$ cat src/rtl/stopwatch_pkg.sv
// stopwatch_pkg: shared constants and types for the stopwatch core.
//   SW_W                       default width of every count/load/lap field
//   SW_CS_MOD/SW_S_MOD/SW_M_MOD default moduli of the three counter stages
//   sw_time_t                  packed {m, s, cs} time value
//   sw_dir_e                   count direction (SW_UP / SW_DOWN)
package stopwatch_pkg;

  localparam int SW_W      = 7;
  localparam int SW_CS_MOD = 100;
  localparam int SW_S_MOD  = 60;
  localparam int SW_M_MOD  = 100;

  typedef struct packed {
    logic [SW_W-1:0] m;
    logic [SW_W-1:0] s;
    logic [SW_W-1:0] cs;
  } sw_time_t;

  typedef enum logic {
    SW_UP   = 1'b0,
    SW_DOWN = 1'b1
  } sw_dir_e;

endpackage

$ cat src/rtl/sw_mod_cnt.sv
// sw_mod_cnt: modulo-MOD up/down counter stage with carry/borrow out.
// Ports:
//   clk, rst  clock, asynchronous active-high reset
//   clr       synchronous clear to 0
//   load      synchronous load of ld_val (clamped to MOD-1)
//   ld_val    preload value
//   en        advance one step in direction dir
//   dir       SW_UP / SW_DOWN
//   cnt       current count, 0..MOD-1
//   carry     en and the stage is at its terminal value (MOD-1 up, 0 down),
//             i.e. this step rolls over and the next stage must advance
module sw_mod_cnt
  import stopwatch_pkg::*;
#(
  parameter int MOD = 100,
  parameter int W   = SW_W
) (
  input  logic         clk,
  input  logic         rst,
  input  logic         clr,
  input  logic         load,
  input  logic [W-1:0] ld_val,
  input  logic         en,
  input  sw_dir_e      dir,
  output logic [W-1:0] cnt,
  output logic         carry
);

  localparam logic [W-1:0] MAXV = W'(MOD - 1);

  assign carry = en && ((dir == SW_UP) ? (cnt == MAXV) : (cnt == '0));

  always_ff @(posedge clk or posedge rst) begin
    if (rst) begin
      cnt <= '0;
    end else if (clr) begin
      cnt <= '0;
    end else if (load) begin
      cnt <= (ld_val > MAXV) ? MAXV : ld_val;
    end else if (en) begin
      if (dir == SW_UP) begin
        cnt <= (cnt == MAXV) ? '0 : cnt + W'(1);
      end else begin
        cnt <= (cnt == '0) ? MAXV : cnt - W'(1);
      end
    end
  end

endmodule

$ cat src/rtl/stopwatch_core.sv
// stopwatch_core: stopwatch/timer core. A run-gated prescaler produces a
// centisecond tick that advances a cs -> s -> m chain of modulo counters,
// counting up (with overflow wrap pulse) or down (with sticky expiry).
// Optional build macro: STOPWATCH_LAP_EN enables the lap capture registers;
// without it lap is ignored and lap_*/lap_valid are tied to 0.
// Ports:
//   clk, rst             clock, asynchronous active-high reset
//   run                  1 = prescaler advances, 0 = hold
//   clr                  synchronous clear of counts, prescaler and flags
//   load                 synchronous preload from ld_m/ld_s/ld_cs (clamped)
//   dir                  0 = up, 1 = down
//   ld_cs, ld_s, ld_m    preload fields
//   lap                  capture current count into lap_*
//   out_cs, out_s, out_m current count
//   tick                 one-cycle centisecond boundary pulse
//   wrap                 one-cycle pulse with the count after a full up overflow
//   expired              sticky: down count reached 0:0:0
//   lap_cs/lap_s/lap_m   captured count; lap_valid once any lap captured
module stopwatch_core
  import stopwatch_pkg::*;
#(
  parameter int TICK_DIV = 500000,
  parameter int CS_MOD   = SW_CS_MOD,
  parameter int S_MOD    = SW_S_MOD,
  parameter int M_MOD    = SW_M_MOD,
  parameter int W        = SW_W
) (
  input  logic         clk,
  input  logic         rst,
  input  logic         run,
  input  logic         clr,
  input  logic         load,
  input  logic         dir,
  input  logic [W-1:0] ld_cs,
  input  logic [W-1:0] ld_s,
  input  logic [W-1:0] ld_m,
  input  logic         lap,
  output logic [W-1:0] out_cs,
  output logic [W-1:0] out_s,
  output logic [W-1:0] out_m,
  output logic         tick,
  output logic         wrap,
  output logic         expired,
  output logic [W-1:0] lap_cs,
  output logic [W-1:0] lap_s,
  output logic [W-1:0] lap_m,
  output logic         lap_valid
);

  localparam int            PW      = $clog2(TICK_DIV);
  localparam logic [PW-1:0] PRE_MAX = PW'(TICK_DIV - 1);

  logic [PW-1:0] r_pre;
  logic          r_wrap;
  logic          r_expired;
  sw_dir_e       w_dir;
  logic          w_tick;
  logic          w_zero;
  logic          w_adv;
  logic          w_carry_cs;
  logic          w_carry_s;
  logic          w_carry_m;

  assign w_dir  = dir ? SW_DOWN : SW_UP;
  // Tick depends on the live run level so that dropping run in the terminal
  // prescaler cycle suppresses the tick.
  assign w_tick = run && (r_pre == PRE_MAX);
  assign w_zero = (out_cs == '0) && (out_s == '0) && (out_m == '0);
  // clr/load override the tick; a down tick at 0:0:0 is a no-op.
  assign w_adv  = w_tick && !clr && !load && !((w_dir == SW_DOWN) && w_zero);

  always_ff @(posedge clk or posedge rst) begin
    if (rst) begin
      r_pre <= '0;
    end else if (clr || load) begin
      r_pre <= '0;
    end else if (run) begin
      r_pre <= w_tick ? '0 : r_pre + PW'(1);
    end
  end

  sw_mod_cnt #(.MOD(CS_MOD), .W(W)) u_cs (
    .clk(clk), .rst(rst), .clr(clr), .load(load), .ld_val(ld_cs),
    .en(w_adv), .dir(w_dir), .cnt(out_cs), .carry(w_carry_cs)
  );

  // Each carry already includes the tick qualification of the stage below.
  sw_mod_cnt #(.MOD(S_MOD), .W(W)) u_s (
    .clk(clk), .rst(rst), .clr(clr), .load(load), .ld_val(ld_s),
    .en(w_carry_cs), .dir(w_dir), .cnt(out_s), .carry(w_carry_s)
  );

  sw_mod_cnt #(.MOD(M_MOD), .W(W)) u_m (
    .clk(clk), .rst(rst), .clr(clr), .load(load), .ld_val(ld_m),
    .en(w_carry_s), .dir(w_dir), .cnt(out_m), .carry(w_carry_m)
  );

  // Minutes carrying while counting up means the whole count rolled over.
  // w_carry_m is already gated off by clr/load.
  always_ff @(posedge clk or posedge rst) begin
    if (rst) begin
      r_wrap <= 1'b0;
    end else begin
      r_wrap <= (w_dir == SW_UP) && w_carry_m;
    end
  end

  // Expiry fires on the down step out of 0:0:1; never touched while counting up.
  always_ff @(posedge clk or posedge rst) begin
    if (rst) begin
      r_expired <= 1'b0;
    end else if (clr || load) begin
      r_expired <= 1'b0;
    end else if (w_adv && (w_dir == SW_DOWN) && (out_cs == W'(1)) &&
                 (out_s == '0) && (out_m == '0)) begin
      r_expired <= 1'b1;
    end
  end

  assign tick    = w_tick;
  assign wrap    = r_wrap;
  assign expired = r_expired;

`ifdef STOPWATCH_LAP_EN
  logic [W-1:0] r_lap_cs;
  logic [W-1:0] r_lap_s;
  logic [W-1:0] r_lap_m;
  logic         r_lap_valid;

  // Captures the count as seen this cycle, before any tick update.
  always_ff @(posedge clk or posedge rst) begin
    if (rst) begin
      r_lap_cs    <= '0;
      r_lap_s     <= '0;
      r_lap_m     <= '0;
      r_lap_valid <= 1'b0;
    end else if (lap) begin
      r_lap_cs    <= out_cs;
      r_lap_s     <= out_s;
      r_lap_m     <= out_m;
      r_lap_valid <= 1'b1;
    end
  end

  assign lap_cs    = r_lap_cs;
  assign lap_s     = r_lap_s;
  assign lap_m     = r_lap_m;
  assign lap_valid = r_lap_valid;
`else
  logic w_unused_lap;
  assign w_unused_lap = lap;
  assign lap_cs    = '0;
  assign lap_s     = '0;
  assign lap_m     = '0;
  assign lap_valid = 1'b0;
`endif

endmodule

$ cat config.mk
export PLATFORM = sky130hd
export DESIGN_NAME = stopwatch_core
export DESIGN_NICKNAME = d
export VERILOG_FILES = /design/src/rtl/stopwatch_pkg.sv /design/src/rtl/sw_mod_cnt.sv /design/src/rtl/stopwatch_core.sv
export SDC_FILE = /design/constraint.sdc
export NUM_CORES = 1
export LEC_CHECK = 0
export ABC_AREA = 1
export BUFFER_PORTS_ARGS = -buffer_cell sky130_fd_sc_hd__buf_2
export CORE_MARGIN = 8
export CORE_UTILIZATION = 50
export DETAILED_ROUTE_END_ITERATION = 12
export MAX_ROUTING_LAYER = met4
export PLACE_DENSITY_LB_ADDON = 0.3
export SKIP_LAST_GASP = 1
export SLEW_MARGIN = 15
export SYNTH_ARGS = -nofsm -noshare
export SYNTH_HDL_FRONTEND = slang
export SYNTH_SLANG_ARGS = --single-unit
export TNS_END_PERCENT = 1
$ cat constraint.sdc
create_clock -name clk -period 1.5 [get_ports clk]
set_input_delay 0.15 -clock clk [delete_from_list [all_inputs] [get_ports clk]]
set_output_delay 0.15 -clock clk [all_outputs]
set_load 0.02 [all_outputs]
# Yosys cells after proc, flatten, opt, wreduce, memory -nomap -nowiden
# Cells that the tools add are included.
# Widths: inputs -> output; s select.
# classes
add_sub_neg	7
magnitude_cmp	3
eq_ne	5
n_mux	30
n_bitwise	1
reduce_logical	27
# ops
op	n
$mux 7	21
$mux 19	3
$add 7x1->7 const B	3
$logic_not 7->1	3
$sub 7x1->7 const B	3
$add 19x1->19 const B	1
$eq 19x19->1 const B	1
$logic_and 1x1->1	15
$eq 7x7->1 const B	2
$gt 7x7->1 const B	2
$reduce_bool 3->1	3
$eq 7x1->1 const B	1
$eq 7x6->1 const B	1
$gt 7x6->1 const B	1
$mux 1	6
$reduce_bool 2->1	2
$logic_not 1->1	3
$logic_or 1x1->1	1
$not 1->1	1
# totals
register_bits	42
input_bits	28
out_inout_bits	46
elab_cells	79

# Longest topological paths before layout
# depth
word_depth	12
ltp_mapped	12
depth_no_buf	12

# Cells and area by module
# From an unflattened synthesis, not the netlist that was laid out.
# unflattened
hier_cells	632
area_unflattened_um2	4046.4
# by_module_without_submodules
module	instances	cells_each	area_per_inst_um2	seq_area_each_um2
sw_mod_cnt (u_cs ...)	2	140	827.0	175.2
stopwatch_core	1	221	1577.8	525.5
sw_mod_cnt (u_s)	1	131	814.5	175.2

# Worst setup path after synthesis
# No wires, ideal clock.
# synth_timing
path_kind	register to register
from	register u_cs.cnt[0]
to	register u_s.cnt[5]
setup_time_ns	0.066
arrival_ns	1.745
t_required_ns	1.434
slack_ns	-0.311
stages_incl_launch_ff	12
path_buffers	0
synth_period_minus_slack_ns	1.811
path_cell_list	dfrtp_1 -> inv_1 -> ha_1 -> nand2_1 -> nor2_4 -> nand2_4 -> clkinv_1 -> nand2_2 -> nand4_4 -> nand2_2 -> nand2_1 -> nand2_1
# synth_via
elab_chain_cells	8
# synth_rtl
element	line	source
start: declaration	sw_mod_cnt.sv:25	output logic [W-1:0] cnt,
start signal: assignment	sw_mod_cnt.sv:39	cnt <= (ld_val > MAXV) ? MAXV : ld_val;
start signal: assignment	sw_mod_cnt.sv:42	cnt <= (cnt == MAXV) ? '0 : cnt + W'(1);
start signal: assignment	sw_mod_cnt.sv:44	cnt <= (cnt == '0) ? MAXV : cnt - W'(1);
$logic_not 7->1	sw_mod_cnt.sv:31, stopwatch_core.sv:68	
$logic_and 1x1->1 (2 in a row)	stopwatch_core.sv:68	assign w_zero = (out_cs == '0) && (out_s == '0) && (out_m == '0);
$logic_and 1x1->1	stopwatch_core.sv:70	assign w_adv = w_tick && !clr && !load && !((w_dir == SW_DOWN) && w_zero);
$logic_not 1->1	stopwatch_core.sv:70	
$logic_and 1x1->1	stopwatch_core.sv:70	
$logic_and 1x1->1 *	sw_mod_cnt.sv:31	assign carry = en && ((dir == SW_UP) ? (cnt == MAXV) : (cnt == '0));
$reduce_bool 3->1 (no line) *	-	
end signal: assignment	sw_mod_cnt.sv:39	
end signal: assignment	sw_mod_cnt.sv:42	
end signal: assignment	sw_mod_cnt.sv:44	
end: declaration	sw_mod_cnt.sv:25	
# Mark *: on every way between the ends. The rest lies on a longest branch, timed or not.
# A chain may end at the register's enable or synchronous reset.

# Worst setup path after layout
# layout_timing
from	register r_pre[0]
to	output port tick
# layout_via
elab_chain_cells	2
# layout_rtl
element	line	source
start: declaration	stopwatch_core.sv:53	logic [PW-1:0] r_pre;
start signal: assignment	stopwatch_core.sv:78	r_pre <= w_tick ? '0 : r_pre + PW'(1);
$eq 19x19->1	stopwatch_core.sv:67	assign w_tick = run && (r_pre == PRE_MAX);
$logic_and 1x1->1	stopwatch_core.sv:67	
end: declaration	stopwatch_core.sv:41	output logic tick,
# No other way between the ends.

==> run_results.csv <==
group,metric,value,unit
run,cap_violations,0,
detailed_routing,drt-total-wl,11800,um
clocking,cts_max_path_buffers,2,
global_route,grt_use_total,22.2,%
logic_synthesis,synth_xor_area_share,2.48,%
logic_synthesis,synth-seq-cells,42,
global_route,grt-ovfl-total,0,
cells_and_area,finalNonFillerCells,833,
detailed_routing,top_layer,"met4",
setup_path,cpPeakStageDelay,0.40,ns
detailed_routing,num_vias,4354,
power,sw_frac_of_total,38.4,%
global_route,grt_pass1_wl,20100,um
logic_synthesis,yosys_warnings,0,
power,power_density,682,nW/um^2
power,p_sw,1.33,mW
floorplan,die_area,10800,sq um
floorplan,row_count,32,
logic_synthesis,synth_fa_ha_area_share,3.54,%
logic_synthesis,synth_compound_area_share,8.96,%
cells_and_area,utilization,66.5,%
logic_synthesis,synth_top_family_by_area,"simple AND/OR/NAND/NOR gates",
cells_and_area,fill_cells,666,
clocking,cts_sinks,42,
clocking,clk_pin_slew,0.08,ns
setup_path,cp_top_family,"flip-flops",
hold_path,min_to,"u_m.cnt[5]",
setup_path,cp-start-kind,"register",
detailed_routing,drtIter0Drc,290,
timing,finalWorstSetupSlack,-0.193,ns
detailed_routing,dr_wl_met3,655,um
logic_synthesis,synthArstFlopShare,100,%
logic_synthesis,syn_inst,593,
setup_path,regToRegEndpoint,"u_s.cnt[2]",
global_route,grt_pass1_vias,4322,
floorplan,die_w,104,um
floorplan,ioPinCount,74,
setup_path,r2r_cells,9,
detailed_routing,firstDrtPassIters,5,
detailed_routing,drc_errors,0,
clocking,cts_buffers,5,
outcome,status,"finished, violations left",
logic_synthesis,synth.cell_area,3880,sq um
timing,rsz0062_at_grt,"yes",
timing,setup_violations,42,
setup_path,reg2reg_setup_slack,-0.17,ns
floorplan,core_area,7610,sq um
power,p_leak,2.55,nW
clocking,cts_tree,"done",
cells_and_area,drive_gt1_share,31.3,%
outcome,violations,"negative setup slack",
hold_path,whs_path_depth,5,
detailed_routing,dr_wl_met2,5840,um
detailed_routing,ant_nets,0,
global_route,grt_max_degree,43,
placed_design,place_inst,818,
setup_path,reg2reg_from,"u_cs.cnt[0]",
global_route,antenna_found_initial,0,
placed_design,hpwl,9390,um
timing,timing.final.crit_share,113,%
floorplan,die_y,104,um
setup_path,crit_arrival,1.54,ns
timing,hold_viol_final,0,
setup_path,path_max_fanout,4,
power,peakVddDrop,0.468,mV
logic_synthesis,syn_area_per_cell,6.55,sq um
detailed_routing,wirelength_met1,5070,um
logic_synthesis,synth_edf_count,0,
placed_design,gp_congestion,0.923,
setup_path,criticalPathCategory,"reg -> out",
power,power_frac_clock,23.2,%
placed_design,preCtsSetupSlack,-0.168,ns
cells_and_area,syn2layout_area_growth,30.4,%
logic_synthesis,synth_cell_types,41,
power,power.internal,2.12,mW
hold_path,hp-start,"ld_m[5]",
cells_and_area,finalNetCount,769,
clocking,h-tree-depth,2,
cells_and_area,diodes,0,
setup_path,slowest_stage,"dfrtp_1",
logic_synthesis,synth-simple-area-share,44.0,%
detailed_routing,wl_per_cell,14.1,um
timing,slew_violations,0,
placed_design,port_buffers,50,
timing,min_period,1.69,ns
logic_synthesis,synthFlopType,"dfrtp_1",
logic_synthesis,synthMuxAreaShare,0,%
power,p_comb_share,40.0,%
logic_synthesis,yosysSeqAreaShare,27.1,%
detailed_routing,drt-vias-per-instance,5.23,
power,pwr-share-seq,36.8,%
clocking,cts-root-buf,"clkbuf_8",
setup_path,worstPathRequired,1.35,ns
timing,skew,0.00923,ns
floorplan,start_util,51.0,%
timing,timing.fmax,0.591,GHz
hold_path,hp-class,"in -> reg",
setup_path,crit_top_cell,"buf_6",
setup_path,crit_chain,"ha_4 -> nand3_4 -> inv_2 -> nand4_1 -> nor2_4 -> buf_6 -> buf_6",
setup_path,critPathCaptureType,"output port",
clocking,insertion_delay,0.31,ns
setup_path,crit_buf_inv,3,
==> power by group through the flow <==
stage	clock network [mW]	registers (mW)	logic, mW
global route	0.867	1.28	1.52
detailed placement	0	1.30	1.33
floorplan	0	1.37	0.778
CTS	0.821	1.27	1.34
finish	0.802	1.27	1.38
global placement	0	1.29	1.30
==> placed cells by master (no fill, tap or decap), types with 2 or more instances in the layout <==
cell type  count
nand4_4        2
o211ai_1       2
buf_4         96
nand4_1       21
nor3b_2        2
inv_2          6
xor2_1         8
nor2_2        11
or2_2          3
o21ai_1        5
buf_6          2
a31oi_1        4
a21oi_1       17
ha_1           7
nand2_1      142
inv_4          4
nor3_1        16
o21bai_1       2
a211oi_1       3
xnor2_1        3
clkinv_2       3
nand2_2        7
nor3b_1        2
clkbuf_8       6
buf_2         49
nor3_2         3
nand2_4        5
nor2_1        54
dfrtp_2       11
inv_1         58
ha_4           4
dfrtp_1       31
nand3_1       72
nor2_4         8
nand3_2        4
conb_1        22
o21ai_0       26
o31ai_1        2
==> worst register-to-register path, delay by kind of cell (launching register included) <==
family | cells | cell delay (ns)
AND/OR/NAND/NOR | 7 | 0.98
buffers and inverters | 1 | 0.03
flip-flops | 1 | 0.44
adder cells (fa/ha/maj) | 1 | 0.15
==> layer usage <==
| layer | vias up | global-route usage (%) |
|---|---|---|
| met5 | - | - |
| met4 | 0 | 6.31 |
| met3 | 16 | 3.59 |
| met2 | 136 | 38.4 |
| met1 | 2028 | 26.1 |
| li1 | 2174 | - |
==> cells in the mapped netlist, types with 2 or more instances <==
cell	count	area [sq um]
a211oi_1	3	22.5
a21oi_1	17	85.1
a31oi_1	4	25.0
buf_2	7	35.0
buf_4	26	195
buf_6	2	22.5
clkbuf_1	4	15.0
clkinv_1	2	7.51
dfrtp_1	42	1050
ha_1	11	138
inv_1	62	233
inv_2	4	15.0
inv_4	2	12.5
nand2_1	147	552
nand2_2	4	25.0
nand2_4	3	33.8
nand3_1	75	375
nand3_2	2	20.0
nand4_1	21	131
nand4_4	2	42.5
nor2_1	55	206
nor2_2	12	75.1
nor2_4	6	67.6
nor3_1	17	85.1
nor3_2	2	20.0
nor3b_1	2	15.0
nor3b_2	2	25.0
o211ai_1	2	15.0
o21ai_0	28	140
o21ai_1	3	15.0
o21bai_1	2	15.0
o31ai_1	2	15.0
or2_2	3	18.8
xnor2_1	3	26.3
xor2_1	8	70.1
==> per-stage QoR <==
stage               hold WS (ns)  total power, mW  cell area [sq um]  TNS [ns]
finish                     0.186             3.45               5060     -3.57
detailed placement         0.235             2.63               4870     -2.89
CTS                        0.186             3.44               5020     -3.46
global route               0.230             3.67               5060     -8.27
floorplan                  0.308             2.15               4070     -1.32
global placement           0.231             2.59               4870     -1.72
==> worst max-delay path by stage <==
stage | start | end | slack [ns] | cells after the start
after global placement | u_cs.cnt[0] | u_cs.cnt[6] | -0.12 | 11
final | r_pre[0] | tick | -0.19 | 7
after global routing | r_pre[0] | tick | -0.28 | 7
after CTS | r_pre[0] | tick | -0.18 | 7
after detailed placement | r_pre[1] | u_cs.cnt[3] | -0.17 | 7
after floorplan | r_pre[0] | u_s.cnt[0] | -0.08 | 9
==> what timing repair did <==
| item | CTS | global route |
|---|---|---|
| setup buffers | 3 | 3 |
| hold endpoints to repair | 42 | 0 |
| resized for setup | 6 | 7 |
| pin swaps | 2 | 2 |
| hold buffers | 1 | 0 |
| endpoints found under the setup margin | 42 | 43 |
==> final cells by class <==
class                   count  area, sq um  share of cell area (%)
multi-input cells         462         2480                    49.1
clock inverters             1         5.00                  0.0989
inverters                  70          275                    5.44
repair buffers            149         1020                    20.1
well taps                 102          128                    2.52
flip-flops and latches     42         1060                    21.0
clock buffers               7         86.3                    1.71
==> sequential cells by signal, summed over array words and instances (netlist names) <==
signal and flops:
r_pre 19, u_cs.cnt 7, u_m.cnt 7, u_s.cnt 7, expired 1, wrap 1
==> cell families after synthesis <==
group / Yosys count
AND/OR/NAND/NOR: 355
buffers and inverters: 110
AO/OA/AOI/OAI: 63
flip-flops: 42
XOR/XNOR: 11
adder cells (fa/ha/maj): 11
other: 1
No activity file was read; power rests on OpenSTA's default activity.
